## src/rtl/coeff_receiver_pkg.sv

```systemverilog
// Shared types and default sizes for the coefficient receiver.
package coeff_rx_pkg;

    typedef enum logic [1:0] {
        IDLE    = 2'd0,
        HOLD    = 2'd1,
        RELEASE = 2'd2
    } state_t;

    localparam int DEF_DATA_W    = 16;
    localparam int DEF_NUM_COEFF = 4;

endpackage

```

## src/rtl/coeff_receiver_if.sv

```systemverilog
// Coefficient-load handshake between the loader (master) and the receiver (slave).
interface coeff_receiver_if #(
    parameter int DATA_W = 16,
    parameter int IDX_W  = 2
);
    logic              load_coeff;
    logic [IDX_W-1:0]  coefficient_num;
    logic [DATA_W-1:0] coeff_in;
    logic              modwait;

    modport master (output load_coeff, coefficient_num, coeff_in, input modwait);
    modport slave  (input load_coeff, coefficient_num, coeff_in, output modwait);
endinterface

```

## src/rtl/coeff_receiver_modwait_timer.sv

```systemverilog
// Loadable down-counter that times how long modwait stays high; last flags count == 1.
module modwait_timer #(
    parameter int CNT_W = 2
) (
    input  logic             clk,
    input  logic             reset,
    input  logic             load,
    input  logic [CNT_W-1:0] load_val,
    output logic             last
);
    logic [CNT_W-1:0] count;

    always_ff @(posedge clk or posedge reset) begin
        if (reset)
            count <= '0;
        else if (load)
            count <= load_val;
        else if (count != '0)
            count <= count - 1'b1;
    end

    assign last = (count == CNT_W'(1));
endmodule

```

## src/rtl/coeff_receiver.sv

```systemverilog
// Coefficient receiver: captures indexed words into a bank and acknowledges with modwait.
// Define COEFF_SHADOW_EN to drive coeff_out from a shadow bank updated once per complete set.
//
// state   | meaning
// IDLE    | ready; load_coeff captures a word
// HOLD    | modwait high while the write latency runs down
// RELEASE | one low cycle of modwait before re-arming
module coeff_receiver
    import coeff_rx_pkg::*;
#(
    parameter int DATA_W      = DEF_DATA_W,
    parameter int NUM_COEFF   = DEF_NUM_COEFF,
    parameter int WAIT_CYCLES = 2
) (
    input  logic                        clk,
    input  logic                        reset,
    coeff_receiver_if.slave             bus,
    output logic [NUM_COEFF*DATA_W-1:0] coeff_out,
    output logic                        coeff_valid,
    output logic                        set_done,
    output logic                        proto_err
);
    localparam int IDX_W = $clog2(NUM_COEFF);
    localparam int CNT_W = $clog2(WAIT_CYCLES + 1);
    localparam logic [IDX_W:0] IDX_LIMIT = (IDX_W + 1)'(NUM_COEFF);

    state_t                      state, state_nxt;
    logic                        capture;
    logic                        cnt_last;
    logic                        idx_ok;
    logic                        set_complete;
    logic [NUM_COEFF-1:0]        mask, mask_nxt;
    logic [DATA_W-1:0]           coeff_reg [NUM_COEFF];
    logic [NUM_COEFF*DATA_W-1:0] bank_flat;

    assign idx_ok       = ({1'b0, bus.coefficient_num} < IDX_LIMIT);
    assign set_complete = (&mask) & ~coeff_valid;

    modwait_timer #(.CNT_W(CNT_W)) u_timer (
        .clk      (clk),
        .reset    (reset),
        .load     (capture),
        .load_val (CNT_W'(WAIT_CYCLES)),
        .last     (cnt_last)
    );

    always_ff @(posedge clk or posedge reset) begin
        if (reset) begin
            state       <= IDLE;
            bus.modwait <= 1'b0;
        end else begin
            state       <= state_nxt;
            bus.modwait <= (state_nxt == HOLD);
        end
    end

    always_comb begin
        state_nxt = state;
        capture   = 1'b0;
        case (state)
            IDLE: begin
                if (bus.load_coeff) begin
                    capture   = 1'b1;
                    state_nxt = HOLD;
                end
            end
            HOLD:    if (cnt_last) state_nxt = RELEASE;
            RELEASE: state_nxt = IDLE;
            default: state_nxt = IDLE;
        endcase
    end

    // An index-0 capture starts a new set, so it wipes the mask before marking itself.
    always_comb begin
        mask_nxt = mask;
        if (capture && idx_ok) begin
            if (bus.coefficient_num == '0)
                mask_nxt = '0;
            mask_nxt[bus.coefficient_num] = 1'b1;
        end
    end

    always_ff @(posedge clk or posedge reset) begin
        if (reset) begin
            for (int k = 0; k < NUM_COEFF; k++)
                coeff_reg[k] <= '0;
            mask        <= '0;
            coeff_valid <= 1'b0;
            set_done    <= 1'b0;
            proto_err   <= 1'b0;
        end else begin
            if (capture && idx_ok)
                coeff_reg[bus.coefficient_num] <= bus.coeff_in;
            mask        <= mask_nxt;
            coeff_valid <= &mask;
            set_done    <= set_complete;
            if ((state == HOLD && bus.load_coeff) || (capture && !idx_ok))
                proto_err <= 1'b1;
        end
    end

    for (genvar g = 0; g < NUM_COEFF; g++) begin : g_flat
        assign bank_flat[g*DATA_W +: DATA_W] = coeff_reg[g];
    end

`ifdef COEFF_SHADOW_EN
    logic [NUM_COEFF*DATA_W-1:0] shadow;

    always_ff @(posedge clk or posedge reset) begin
        if (reset)
            shadow <= '0;
        else if (set_complete)
            shadow <= bank_flat;
    end

    assign coeff_out = shadow;
`else
    assign coeff_out = bank_flat;
`endif

endmodule

```

## src/flat_wrapper.sv

```systemverilog
// flat-port wrapper written by rule: the top's interface ports become plain ports
module coeff_receiver_flat import coeff_rx_pkg::*;
#(
    parameter int DATA_W      = DEF_DATA_W,
    parameter int NUM_COEFF   = DEF_NUM_COEFF,
    parameter int WAIT_CYCLES = 2
)
  (clk, reset, coeff_out, coeff_valid, set_done, proto_err, bus_load_coeff, bus_coefficient_num, bus_coeff_in, bus_modwait);
  coeff_receiver_if #(.DATA_W(DATA_W), .IDX_W(2)) bus_i ();
  input  logic clk;
  input  logic reset;
  output logic [NUM_COEFF*DATA_W-1:0] coeff_out;
  output logic coeff_valid;
  output logic set_done;
  output logic proto_err;
  input wire logic [$bits(bus_i.load_coeff)-1:0] bus_load_coeff;
  input wire logic [$bits(bus_i.coefficient_num)-1:0] bus_coefficient_num;
  input wire logic [$bits(bus_i.coeff_in)-1:0] bus_coeff_in;
  output wire logic [$bits(bus_i.modwait)-1:0] bus_modwait;
  assign bus_i.load_coeff = bus_load_coeff;
  assign bus_i.coefficient_num = bus_coefficient_num;
  assign bus_i.coeff_in = bus_coeff_in;
  assign bus_modwait = bus_i.modwait;
  coeff_receiver #(.DATA_W(DATA_W), .NUM_COEFF(NUM_COEFF), .WAIT_CYCLES(WAIT_CYCLES)) u_core (.clk(clk), .reset(reset), .bus(bus_i), .coeff_out(coeff_out), .coeff_valid(coeff_valid), .set_done(set_done), .proto_err(proto_err));
endmodule
```

## config.mk

```make
export PLATFORM = sky130hd
export DESIGN_NAME = coeff_receiver_flat
export DESIGN_NICKNAME = d
export VERILOG_FILES = /design/src/rtl/coeff_receiver_pkg.sv /design/src/rtl/coeff_receiver_if.sv /design/src/rtl/coeff_receiver_modwait_timer.sv /design/src/rtl/coeff_receiver.sv /design/src/flat_wrapper.sv
export SDC_FILE = /design/constraint.sdc
export NUM_CORES = 1
export LEC_CHECK = 0
export ABC_AREA = 1
export BUFFER_PORTS_ARGS = -buffer_cell sky130_fd_sc_hd__buf_2
export CAP_MARGIN = 20
export CORE_UTILIZATION = 37
export DETAILED_ROUTE_END_ITERATION = 8
export PLACE_DENSITY = 0.74
export SKIP_LAST_GASP = 1
export SYNTH_ARGS = -nofsm -noshare
export SYNTH_HDL_FRONTEND = slang
export SYNTH_SLANG_ARGS = --single-unit
```

## constraint.sdc

```tcl
create_clock -name clk -period 2.05 [get_ports clk]
set_input_delay 0.1025 -clock clk [delete_from_list [all_inputs] [get_ports clk]]
set_output_delay 0.1025 -clock clk [all_outputs]
set_load 0.05 [all_outputs]
```

* Word level (Yosys, flattened, before mapping)
Cells that the tools add are included. Widths: inputs -> output; s select.
Cells by class: multiplexer cells 14, add/sub/neg operators 1, order comparisons 4, bitwise operators 4, eq/ne operators 3, reductions and logical operators 8
Operator list (count):
- $bwmux 64 | 1
- $demux 16 s2 | 1
- $mux 16 | 1
- $mux 2 | 4
- $mux 4 | 2
- $eq 2x1->1 const B | 3
- $logic_not 2->1 | 2
- $or 4x4->4 | 1
- $pmux 2 s2 | 1
- $reduce_and 4->1 | 1
- $reduce_bool 2->1 | 2
- $ge 3x3->1 const B | 1
- $logic_and 1x1->1 | 3
- $lt 2x3->1 const B | 1
- $lt 3x1->1 const B | 1
- $mux 1 | 3
- $not 2->3 | 1
- $demux 1 s2 | 1
- $ge 2x1->1 const B | 1
- $sub 2x1->2 const B | 1
- $and 1x1->1 | 1
- $not 1->1 | 1
Storage, ports and cells: bits in registers 76, output and inout bits 68, word-level logic and storage cells 45, input bits 21

* Logic depth before layout (Yosys ltp)
Gate-level depths: netlist of the first run.
word-level depth 6, depth in mapped cells 6, mapped depth without buffers 6

* Hierarchy
Synthesis of the first run repeated with hierarchy kept, for this count alone.
Unflattened totals: cells, all modules 346, area total of the unflattened synthesis 3264.4 um^2
Modules (own cells, without submodules):
- coeff_receiver | area an instance 3128.0 um^2, times used 1, cells an instance 327, seq. area each 1851.8 um^2
- modwait_timer | area an instance 136.4 um^2, times used 1, cells an instance 19, seq. area each 50.0 um^2

* Worst setup path after synthesis of the first run
Ideal clock, no wire load.
kind reg2reg, start point register u_core.state[0], end point register u_core.coeff_reg (netlist bit u_core.coeff_out[55]), required time 1.931 ns, setup time 0.119 ns, clock period less this slack 1.173 ns, path buffers 1, path slack 0.877 ns, data arrival time 1.054 ns, stages on the path, launching flop included 6, cell sequence dfrtp_1 -> nor2_8 -> nand3_4 -> buf_2 -> nand2_1 -> nand2_1
Between the ends: word-level cells in the longest chain between the ends 2
Ends and longest elaborated chain:
- start, declared | line coeff_receiver.sv:27 | state_t state, state_nxt;
- start signal, assigned | line coeff_receiver.sv:52 | state <= state_nxt;
- $logic_not 2->1 | line coeff_receiver.sv:60 | case (state)
- $mux 1 | line coeff_receiver.sv:60
- end signal, assigned by index | line coeff_receiver.sv:93 | coeff_reg[bus.coefficient_num] <= bus.coeff_in;
- end, declared | line coeff_receiver.sv:33 | logic [DATA_W-1:0] coeff_reg [NUM_COEFF];
No other way between the ends. A chain may end at the register's enable or synchronous reset.

==> results of run 1 <==
-- worst reg2reg max path, delay by kind of cell (launching register included) --
kind          cells  cell delay, ps
buf+inv           1             330
flops             1             460
simple gates      4             620
-- timing repair --
action / CTS / global route
setup endpoints to repair: 0 / 0
gates resized for setup: 0 / 0
buffers inserted: 0 / 0
hold endpoints to repair: 25 / 0
hold buffers: 1 / 0
-- metrics by stage --
stage	worst slack (ps)	instance area, um2	utilization [%]	hold slack (ps)
after global routing	428.5	3897	46.73	62.22
after CTS	550.4	3897	46.73	48.88
final	528.9	3897	46.73	62.02
after detailed placement	564.0	3706	44.43	200.1
after global placement	616.9	3706	44.43	181.9
after floorplan	9.173	3229	-	254.7
-- how the worst max path moves through the flow --
stage | from | end | slack [ps] | cells after the start
finish | u_core.state[0]$_DFF_PP0_ | flip-flop | 530 | 5
global route | u_core.state[0]$_DFF_PP0_ | u_core.coeff_out[35]$_DFFE_PP0P_ | 430 | 4
CTS | u_core.state[0]$_DFF_PP0_ | flip-flop | 550 | 5
detailed placement | u_core.state[0]$_DFF_PP0_ | flip-flop | 560 | 5
global placement | u_core.state[0]$_DFF_PP0_ | flip-flop | 620 | 5
floorplan | reset | asynchronous set/reset pin | 9 | 1
-- state kept, by name (all words and copies together), names as in the netlist, named ones only --
register / flops
u_core.coeff_out: 64
u_core.mask: 2
u_core.state: 2
u_core.u_timer.count: 2
u_core.bus.modwait: 1
u_core.coeff_valid: 1
u_core.proto_err: 1
u_core.set_done: 1
-- cells in the mapped netlist --
cell type,instances
nand2_1,143
dfrtp_1,76
nand4_1,64
buf_2,8
buf_4,7
inv_1,7
buf_1,4
buf_6,4
nand3_1,4
nand3_4,4
inv_2,3
o21ai_0,3
ha_1,2
nor2_1,2
nor2_4,2
a31o_2,1
nor2_2,1
nor2_8,1
nor3_1,1
-- metal layers --
| metal | GRT usage, % | part of all wire, % | up-vias |
|---|---|---|---|
| li1 | - | - | 1303 |
| met2 | 28.87 | 49 | 90 |
| met4 | 6.716 | 1.1 | 0 |
| met3 | 5.662 | 7.8 | 9 |
| met1 | 25.69 | 42 | 1285 |
| met5 | 0 | 0 | - |
-- cell type report --
type / count / area [um2] / share of cell area [%]
Inverter: 10 / 37.54 / 0.9631
Timing Repair Buffer: 95 / 508.0 / 13.03
Sequential cell: 76 / 1902 / 48.80
Tap cell: 105 / 131.4 / 3.371
Clock inverter: 1 / 5.005 / 0.1284
Multi-Input combinational cell: 228 / 1137 / 29.18
Clock buffer: 15 / 176.4 / 4.526
-- kinds of logic (layout without fill, tap and decap cells) --
logic type                 count (synthesis)  in the layout
buffers and inverters                     33            121
and+or+nand+nor                          222            222
DFF                                       76             76
AOI/OAI and AO/OA                          4              4
adders and majority gates                  2              2
==> results.sh, run 1 <==
export IMPL_period_minus_slack_ps=1521
export IMPL_firstDrtPassIters=5
export IMPL_path_clk_slew_ps=80
export IMPL_gp_congestion=0.8421
export IMPL_cts_tree="built"
export IMPL_worst_path_buf_inv=1
export IMPL_wl_mm=8.199
export IMPL_die_h_um=95.43
export IMPL_io_pins=89
export IMPL_regToRegStartpoint="u_core.state[0]$_DFF_PP0_"
export IMPL_startpoint_type="flip-flop"
export IMPL_skew_ps=5.952
export IMPL_netlist_top_cell_by_area="dfrtp_1"
export IMPL_arrival_ps=1750
export IMPL_hpwl_mm=5.771
export IMPL_placement_io_buffers=88
export IMPL_yosysTopAreaCellShare_pct=58.89
export IMPL_hold_path_end="u_core.coeff_out[15]$_DFFE_PP0P_"
export IMPL_fmax_ghz=0.6574
export IMPL_overflow=0
export IMPL_fillerInstances=846
export IMPL_cp_slowest_cell="dfrtp_1"
export IMPL_clockBufferDepth=2
export IMPL_syn_num_nets=360
export IMPL_status="complete, no violations"
export IMPL_timing_critical_path_mode_cell="nand2_1"
export IMPL_mappedNetlistArea_um2=3229
export IMPL_final_hold_viol_count=0
export IMPL_final_setup_tns_ps=0
export IMPL_grt_antenna_before_repair=0
export IMPL_rsz0062_at_grt="no"
export IMPL_stdcell_count=530
export IMPL_synth_compound_area_share_pct=0.7361
export IMPL_diodes=0
export IMPL_rr_worst_depth=5
export IMPL_synth_xor_area_share_pct=0
export IMPL_die_w_um=95.43
export IMPL_drv_slew=0
export IMPL_seq_area_frac_synth_pct=58.89
export IMPL_worst_setup_path_end_kind="flip-flop"
export IMPL_synth_top_family_by_area="simple AND/OR/NAND/NOR gates"
export IMPL_cts_root_buf="clkbuf_8"
export IMPL_dieArea_um2=9106
export IMPL_grt_pass1_wl_mm=12.91
export IMPL_cts_buffers=9
export IMPL_path_cells="nor2_8, buf_4, nand3_1, nand2_1, nand2_1"
export IMPL_grt_pass1_vias=2503
export IMPL_min_delay_start="bus_coeff_in[15]"
export IMPL_synthSimpleGateAreaFrac_pct=33.71
export IMPL_std_cell_rows=33
export IMPL_synth_fa_ha_area_share_pct=0.7749
export IMPL_yosys_register_bits=76
export IMPL_r2r_slack_ps=530
export IMPL_netlist_instances=337
export IMPL_drt_iter0_drc=181
export IMPL_coreArea_um2=8341
export IMPL_placed_cells=513
export IMPL_grt_max_degree=52
export IMPL_avgSynthCellArea_um2=9.583
export IMPL_syn_to_final_growth_pct=20.69
export IMPL_clkLatencyLatePin_ps=340
export IMPL_min_path_type="input pin to flip-flop"
export IMPL_worst_pin_slew_ps=577.7
export IMPL_whs_path_depth=3
export IMPL_yosysWarnings=0
export IMPL_cp_top_family="simple AND/OR/NAND/NOR gates"
export IMPL_layout_common_cells="nand2_1, buf_2, dfrtp_1"
export IMPL_final_common_cell="nand2_1"
export IMPL_synthMuxAreaShare_pct=0
export IMPL_period_share_pct=74.20
export IMPL_slew_headroom_pct=61.43
export IMPL_ant_nets=0
export IMPL_final_nets=443
export IMPL_path_max_fanout=25
export IMPL_path_class="flip-flop to flip-flop"
export IMPL_ys_types=19
export IMPL_setup_viol=0
export IMPL_drc=0
export IMPL_cts_htree_levels=3
export IMPL_cp_slowest_stage_delay_ps=460
export IMPL_track_usage_pct=18.97
export IMPL_maxCapViolCount=0
export IMPL_crit_required_ps=2280
export IMPL_synth_area_leaders="dfrtp_1, nand2_1, nand4_1"
export IMPL_avgRoutedWirePerCell_um=15.47
export IMPL_via_count=2687
export IMPL_cts_sinks=76
export IMPL_drive_gt1_share_pct=28.24
export IMPL_vias_per_cell=5.070
export IMPL_start_util_pct=38.72
Power of run 1 is left out: the tool's default activity adds up to more than one toggle a clock period on the data nets, which glitch-free logic cannot reach.
==> run 2: changes to the inputs <==
--- a/config.mk
+++ b/config.mk
@@ -5,12 +5,12 @@
 export SDC_FILE = /design/constraint.sdc
 export NUM_CORES = 1
 export LEC_CHECK = 0
-export ABC_AREA = 1
+export ABC_AREA = 0
 export BUFFER_PORTS_ARGS = -buffer_cell sky130_fd_sc_hd__buf_2
 export CAP_MARGIN = 20
 export CORE_UTILIZATION = 37
 export DETAILED_ROUTE_END_ITERATION = 8
-export PLACE_DENSITY = 0.74
+export PLACE_DENSITY = 0.73
 export SKIP_LAST_GASP = 1
 export SYNTH_ARGS = -nofsm -noshare
 export SYNTH_HDL_FRONTEND = slang
==> constraint.sdc (replaced) <==
create_clock -name clk -period 1.6 [get_ports clk]
set_input_delay 0.08 -clock clk [delete_from_list [all_inputs] [get_ports clk]]
set_output_delay 0.08 -clock clk [all_outputs]
set_load 0.05 [all_outputs]
==> results.sh, run 2 <==
export IMPL_netlist_instances=175
export IMPL_setup_viol=16
export IMPL_firstDrtPassIters=4
export IMPL_die_h_um=90.12
export IMPL_grt_pass1_vias=2001
export IMPL_avgSynthCellArea_um2=16.42
export IMPL_syn_to_final_growth_pct=34.97
export IMPL_final_area_um2=3877
export IMPL_path_clk_slew_ps=70
export IMPL_netlist_top_cell_by_area="dfrtp_1"
export IMPL_final_common_cell="buf_2"
export IMPL_r2r_slack_ps=-40
export IMPL_cts_tree="built"
export IMPL_avgRoutedWirePerCell_um=15.17
export IMPL_grt_antenna_before_repair=0
export IMPL_skew_ps=9.059
export IMPL_whs_path_depth=2
export IMPL_syn_num_nets=198
export IMPL_yosysWarnings=0
export IMPL_std_cell_rows=31
export IMPL_period_share_pct=102.5
export IMPL_ant_nets=0
export IMPL_min_path_type="input pin to flip-flop"
export IMPL_diodes=0
export IMPL_crit_required_ps=1830
export IMPL_drv_slew=0
export IMPL_grt_pass1_wl_mm=10.16
export IMPL_cts_buffers=9
export IMPL_detailed_place_area_um2=3522
export IMPL_hpwl_mm=4.174
export IMPL_synth_edf_count=0
export IMPL_final_nets=317
export IMPL_min_delay_start="bus_coeff_in[13]"
export IMPL_track_usage_pct=16.61
export IMPL_startpoint_type="flip-flop"
export IMPL_drt_iter0_drc=55
export IMPL_gp_congestion=0.7336
export IMPL_maxCapViolCount=0
export IMPL_slew_headroom_pct=73.20
export IMPL_fillerInstances=677
export IMPL_ys_flop_type="dfrtp_1"
export IMPL_fmax_ghz=0.6098
export IMPL_postCtsSetupBuffers=0
export IMPL_vias_per_cell=4.588
export IMPL_coreArea_um2=7370
export IMPL_overflow=0
export IMPL_clkLatencyLatePin_ps=350
export IMPL_worst_setup_path_end_kind="flip-flop"
export IMPL_layout_common_cells="buf_2, dfrtp_1, mux2_2"
export IMPL_seq_area_um2=1902
export IMPL_synth_async_reset_ratio_pct=100.0
export IMPL_yosys_register_bits=76
export IMPL_path_max_fanout=18
export IMPL_grt_max_degree=77
export IMPL_seq_area_frac_synth_pct=66.20
export IMPL_setup_ws_ps=-39.93
export IMPL_regToRegStartpoint="u_core.state[0]$_DFF_PP0_"
export IMPL_wl_mm=6.038
export IMPL_io_pins=89
export IMPL_start_util_pct=38.98
export IMPL_rr_worst_depth=4
export IMPL_cts_root_buf="clkbuf_8"
export IMPL_ys_top_cells_by_count="dfrtp_1, mux2_2, mux2_1, inv_1"
export IMPL_final_hold_viol_count=0
export IMPL_dieArea_um2=8121
export IMPL_ys_types=22
export IMPL_hold_path_end="u_core.coeff_out[61]$_DFFE_PP0P_"
export IMPL_die_w_um=90.12
export IMPL_status="finished with violations"
export IMPL_clockBufferDepth=2
export IMPL_failed_checks="setup timing"
export IMPL_synth_most_common_cell="dfrtp_1"
export IMPL_mappedNetlistArea_um2=2873
export IMPL_via_count=1826
export IMPL_arrival_ps=1870
export IMPL_period_minus_slack_ps=1640
export IMPL_drc=0
export IMPL_path_class="flip-flop to flip-flop"
export IMPL_rsz0062_at_grt="yes"
export IMPL_r2r_end="u_core.coeff_out[15]$_DFFE_PP0P_"
export IMPL_cts_sinks=76
export IMPL_multi_input_area_um2=922.1
export IMPL_cts_htree_levels=3
export IMPL_synth_area_leaders="dfrtp_1, mux2_2, mux2_1"
export IMPL_drive_gt1_share_pct=60.20
export IMPL_yosysTopAreaCellShare_pct=66.20
export IMPL_largest_reg_flops=64
export IMPL_worst_pin_slew_ps=402.0
export IMPL_cts_repair_resized=0
export IMPL_placement_io_buffers=88
run 2: cell types whose count changed in the layout (fill, tap and decap cells not counted), moves of 3 or more:
| cell | before | now |
|---|---|---|
| buf_4 | 5 | 9 |
| nand4_1 | 64 | 0 |
| clkinvlp_4 | 0 | 3 |
| nand2_1 | 143 | 3 |
| dlygate4sd3_1 | 1 | 13 |
| inv_2 | 4 | 0 |
| nand3_4 | 4 | 0 |
| mux2_1 | 0 | 8 |
| mux2_2 | 0 | 57 |
| nand3_1 | 4 | 0 |
run 2: stage by stage:
stage               std cells  utilization, %  TNS, ps  setup slack, ps  hold slack, ps
floorplan                 175               -    -1502           -159.5           214.7
global placement          369           47.79   -44.63           -6.830           221.8
detailed placement        369           47.79   -307.5           -29.34           224.9
CTS                       398           52.61   -579.2           -47.90          0.2317
global route              398           52.61    -1336           -91.22           7.209
finish                    398           52.61   -462.0           -39.93           20.55
run 2: worst max path at each step:
| stage | to | slack (ps) | start | cells past startpoint |
|---|---|---|---|---|
| after floorplan | u_core.coeff_out[0]$_DFFE_PP0P_ | -160 | u_core.state[0]$_DFF_PP0_ | 4 |
| after global placement | u_core.coeff_out[14]$_DFFE_PP0P_ | -7 | u_core.state[0]$_DFF_PP0_ | 4 |
| after detailed placement | u_core.coeff_out[1]$_DFFE_PP0P_ | -30 | u_core.state[0]$_DFF_PP0_ | 4 |
| after CTS | u_core.coeff_out[15]$_DFFE_PP0P_ | -50 | u_core.state[0]$_DFF_PP0_ | 4 |
| after global routing | u_core.coeff_out[8]$_DFFE_PP0P_ | -90 | u_core.state[0]$_DFF_PP0_ | 4 |
| final | u_core.coeff_out[15]$_DFFE_PP0P_ | -40 | u_core.state[0]$_DFF_PP0_ | 4 |
run 2: critical path, cell delays in order, from the launching register on:
cell and delay (ps):
dfrtp_1 410, or3b_4 420, nor3_4 160, buf_12 190, mux2_2 340
run 2: area by class of cell:
cell class	count	share of cell area [%]
Multi-Input combinational cell	89	23.78
Inverter	6	0.6776
Timing Repair Buffer	112	17.49
Clock inverter	5	2.162
Tap cell	99	3.195
Clock buffer	11	3.646
Sequential cell	76	49.05
run 2: cells by family (layout without fill, tap and decap cells):
kind of cell,count (synthesis),after routing,share of synthesized area (%)
compound gates,4,4,0.8274
xor+xnor,1,1,0.3049
fa+ha+maj,2,2,0.8709
simple gates,16,16,4.269
buf+inv,10,134,1.698
mux,66,66,25.83
flops,76,76,66.20
run 2: timing repair:
item	in CTS	in global routing
pin swaps	0	0
setup endpoints to repair	16	26
hold endpoints to repair	111	0
hold buffers	13	0
gates cloned	0	0
run 2: routing by layer:
metal	vias to the layer above	track usage (%)	share of wire, %
met4	0	8.468	1.8
met2	47	26.72	51
met1	921	20.51	43
met3	9	4.569	3.8
li1	849	-	-
met5	-	0	0
Power of run 2 is left out for the same reason.
==> run 3: changes to the inputs <==
==> constraint.sdc (replaced) <==
create_clock -name clk -period 1.6 [get_ports clk]
set_input_delay 0.24 -clock clk [delete_from_list [all_inputs] [get_ports clk]]
set_output_delay 0.24 -clock clk [all_outputs]
set_load 0.05 [all_outputs]
==> results.sh, run 3 (synthesis gave the netlist of run 2 again) <==
export IMPL_track_usage_pct=16.18
export IMPL_maxCapViolCount=0
export IMPL_seq_area_um2=1902
export IMPL_final_area_um2=3781
export IMPL_ant_nets=0
export IMPL_avgRoutedWirePerCell_um=15.59
export IMPL_wl_mm=5.988
export IMPL_start_util_pct=38.98
export IMPL_std_cell_rows=31
export IMPL_final_nets=303
export IMPL_startpoint_type="flip-flop"
export IMPL_drc=0
export IMPL_hpwl_mm=4.138
export IMPL_drive_gt1_share_pct=63.16
export IMPL_stdcell_count=384
export IMPL_arrival_ps=1890
export IMPL_final_common_cell="buf_2"
export IMPL_setup_viol=16
export IMPL_worst_pin_slew_ps=394.0
export IMPL_clkLatencyLatePin_ps=350
export IMPL_postCtsSetupBuffers=0
export IMPL_cts_root_buf="clkbuf_8"
export IMPL_path_clk_slew_ps=80
export IMPL_status="finished with violations"
export IMPL_final_hold_viol_count=6
export IMPL_cts_sinks=76
export IMPL_crit_required_ps=1830
export IMPL_grt_pass1_vias=1897
export IMPL_clockBufferDepth=2
export IMPL_finalCoreUtilization_pct=51.31
export IMPL_dieArea_um2=8121
export IMPL_path_max_fanout=18
export IMPL_hold_ws_ps=-6.523
export IMPL_final_setup_tns_ps=-665.4
export IMPL_fillerInstances=655
export IMPL_grt_pass1_wl_mm=9.956
export IMPL_min_path_type="input pin to asynchronous set/reset pin"
export IMPL_io_pins=89
export IMPL_largest_reg_flops=64
export IMPL_grt_max_degree=77
export IMPL_overflow=0
export IMPL_holdBufCountCts=0
export IMPL_period_share_pct=103.9
export IMPL_firstDrtPassIters=3
export IMPL_diodes=0
export IMPL_placement_io_buffers=88
export IMPL_drv_slew=0
export IMPL_vias_per_cell=4.708
export IMPL_grt_antenna_before_repair=0
export IMPL_cts_htree_levels=3
export IMPL_die_h_um=90.12
export IMPL_worst_setup_path_end_kind="flip-flop"
export IMPL_gp_congestion=0.7186
export IMPL_slew_headroom_pct=73.73
export IMPL_via_count=1808
export IMPL_coreArea_um2=7370
export IMPL_skew_ps=8.856
export IMPL_failed_checks="hold timing, setup timing"
export IMPL_syn_to_final_growth_pct=31.62
export IMPL_rsz0062_at_grt="yes"
export IMPL_setup_ws_ps=-61.80
export IMPL_period_minus_slack_ps=1662
export IMPL_layout_common_cells="buf_2, dfrtp_1, mux2_2"
export IMPL_fmax_ghz=0.6018
export IMPL_path_class="flip-flop to flip-flop"
export IMPL_die_w_um=90.12
export IMPL_drt_iter0_drc=65
export IMPL_placed_cells=367
export IMPL_detailed_place_area_um2=3532
export IMPL_cts_tree="built"
export IMPL_multi_input_area_um2=935.9
export IMPL_cts_buffers=9
-- run 3: final timing paths --
kind	start	endpoint	slack [ps]	depth (start not counted)
worst max-delay path	u_core.state[0]$_DFF_PP0_	u_core.coeff_out[10]$_DFFE_PP0P_	-60	4
worst min-delay path	reset	u_core.coeff_out[4]$_DFFE_PP0P_	-7	3
worst max register to register	u_core.state[0]$_DFF_PP0_	u_core.coeff_out[10]$_DFFE_PP0P_	-60	4
worst min register to register	u_core.coeff_valid$_DFF_PP0_	u_core.set_done$_DFF_PP0_	420	1
max in group asynchronous	reset	u_core.coeff_out[45]$_DFFE_PP0P_	1300	3
min in group clk	bus_coeff_in[0]	u_core.coeff_out[0]$_DFFE_PP0P_	160	2
-- run 3: layout make-up --
| cell class | instances | share of cell area, % |
|---|---|---|
| flip-flops and latches | 76 | 50.30 |
| multi-input cells | 89 | 24.75 |
| repair buffers | 98 | 15.72 |
| clock buffers | 9 | 3.276 |
| well taps | 99 | 3.276 |
| clock inverters | 7 | 1.985 |
| inverters | 6 | 0.6949 |
-- run 3: critical path: stages (launching register included) --
cell and delay, ps:
dfrtp_1 390, or3b_4 430, nor3_4 170, buf_12 200, mux2_2 350
-- run 3: metrics by stage --
stage          setup WS [ps]  hold slack [ps]
2_1_floorplan         -159.5            374.7
3_3_place_gp          -8.077            381.4
3_5_place_dp          -73.21            382.8
4_1_cts               -80.70           0.4797
5_1_grt               -113.9            11.55
6_report              -61.80           -6.523
-- run 3: repair_timing --
action	CTS	global route
endpoints found under the setup margin	59	57
pin swaps	0	2
resized for setup	1	4
cloned	0	1
-- run 3: routing by layer --
metal,wire length (um),part of all wire [%],global-route usage [%],up-vias
li1,-,-,-,824
met1,2624,44,20.63,928
met2,2974,50,25.19,45
met3,263,4.4,5.245,11
met4,125,2.1,7.124,0
met5,0,0,0,-
Power of run 3 is left out for the same reason.
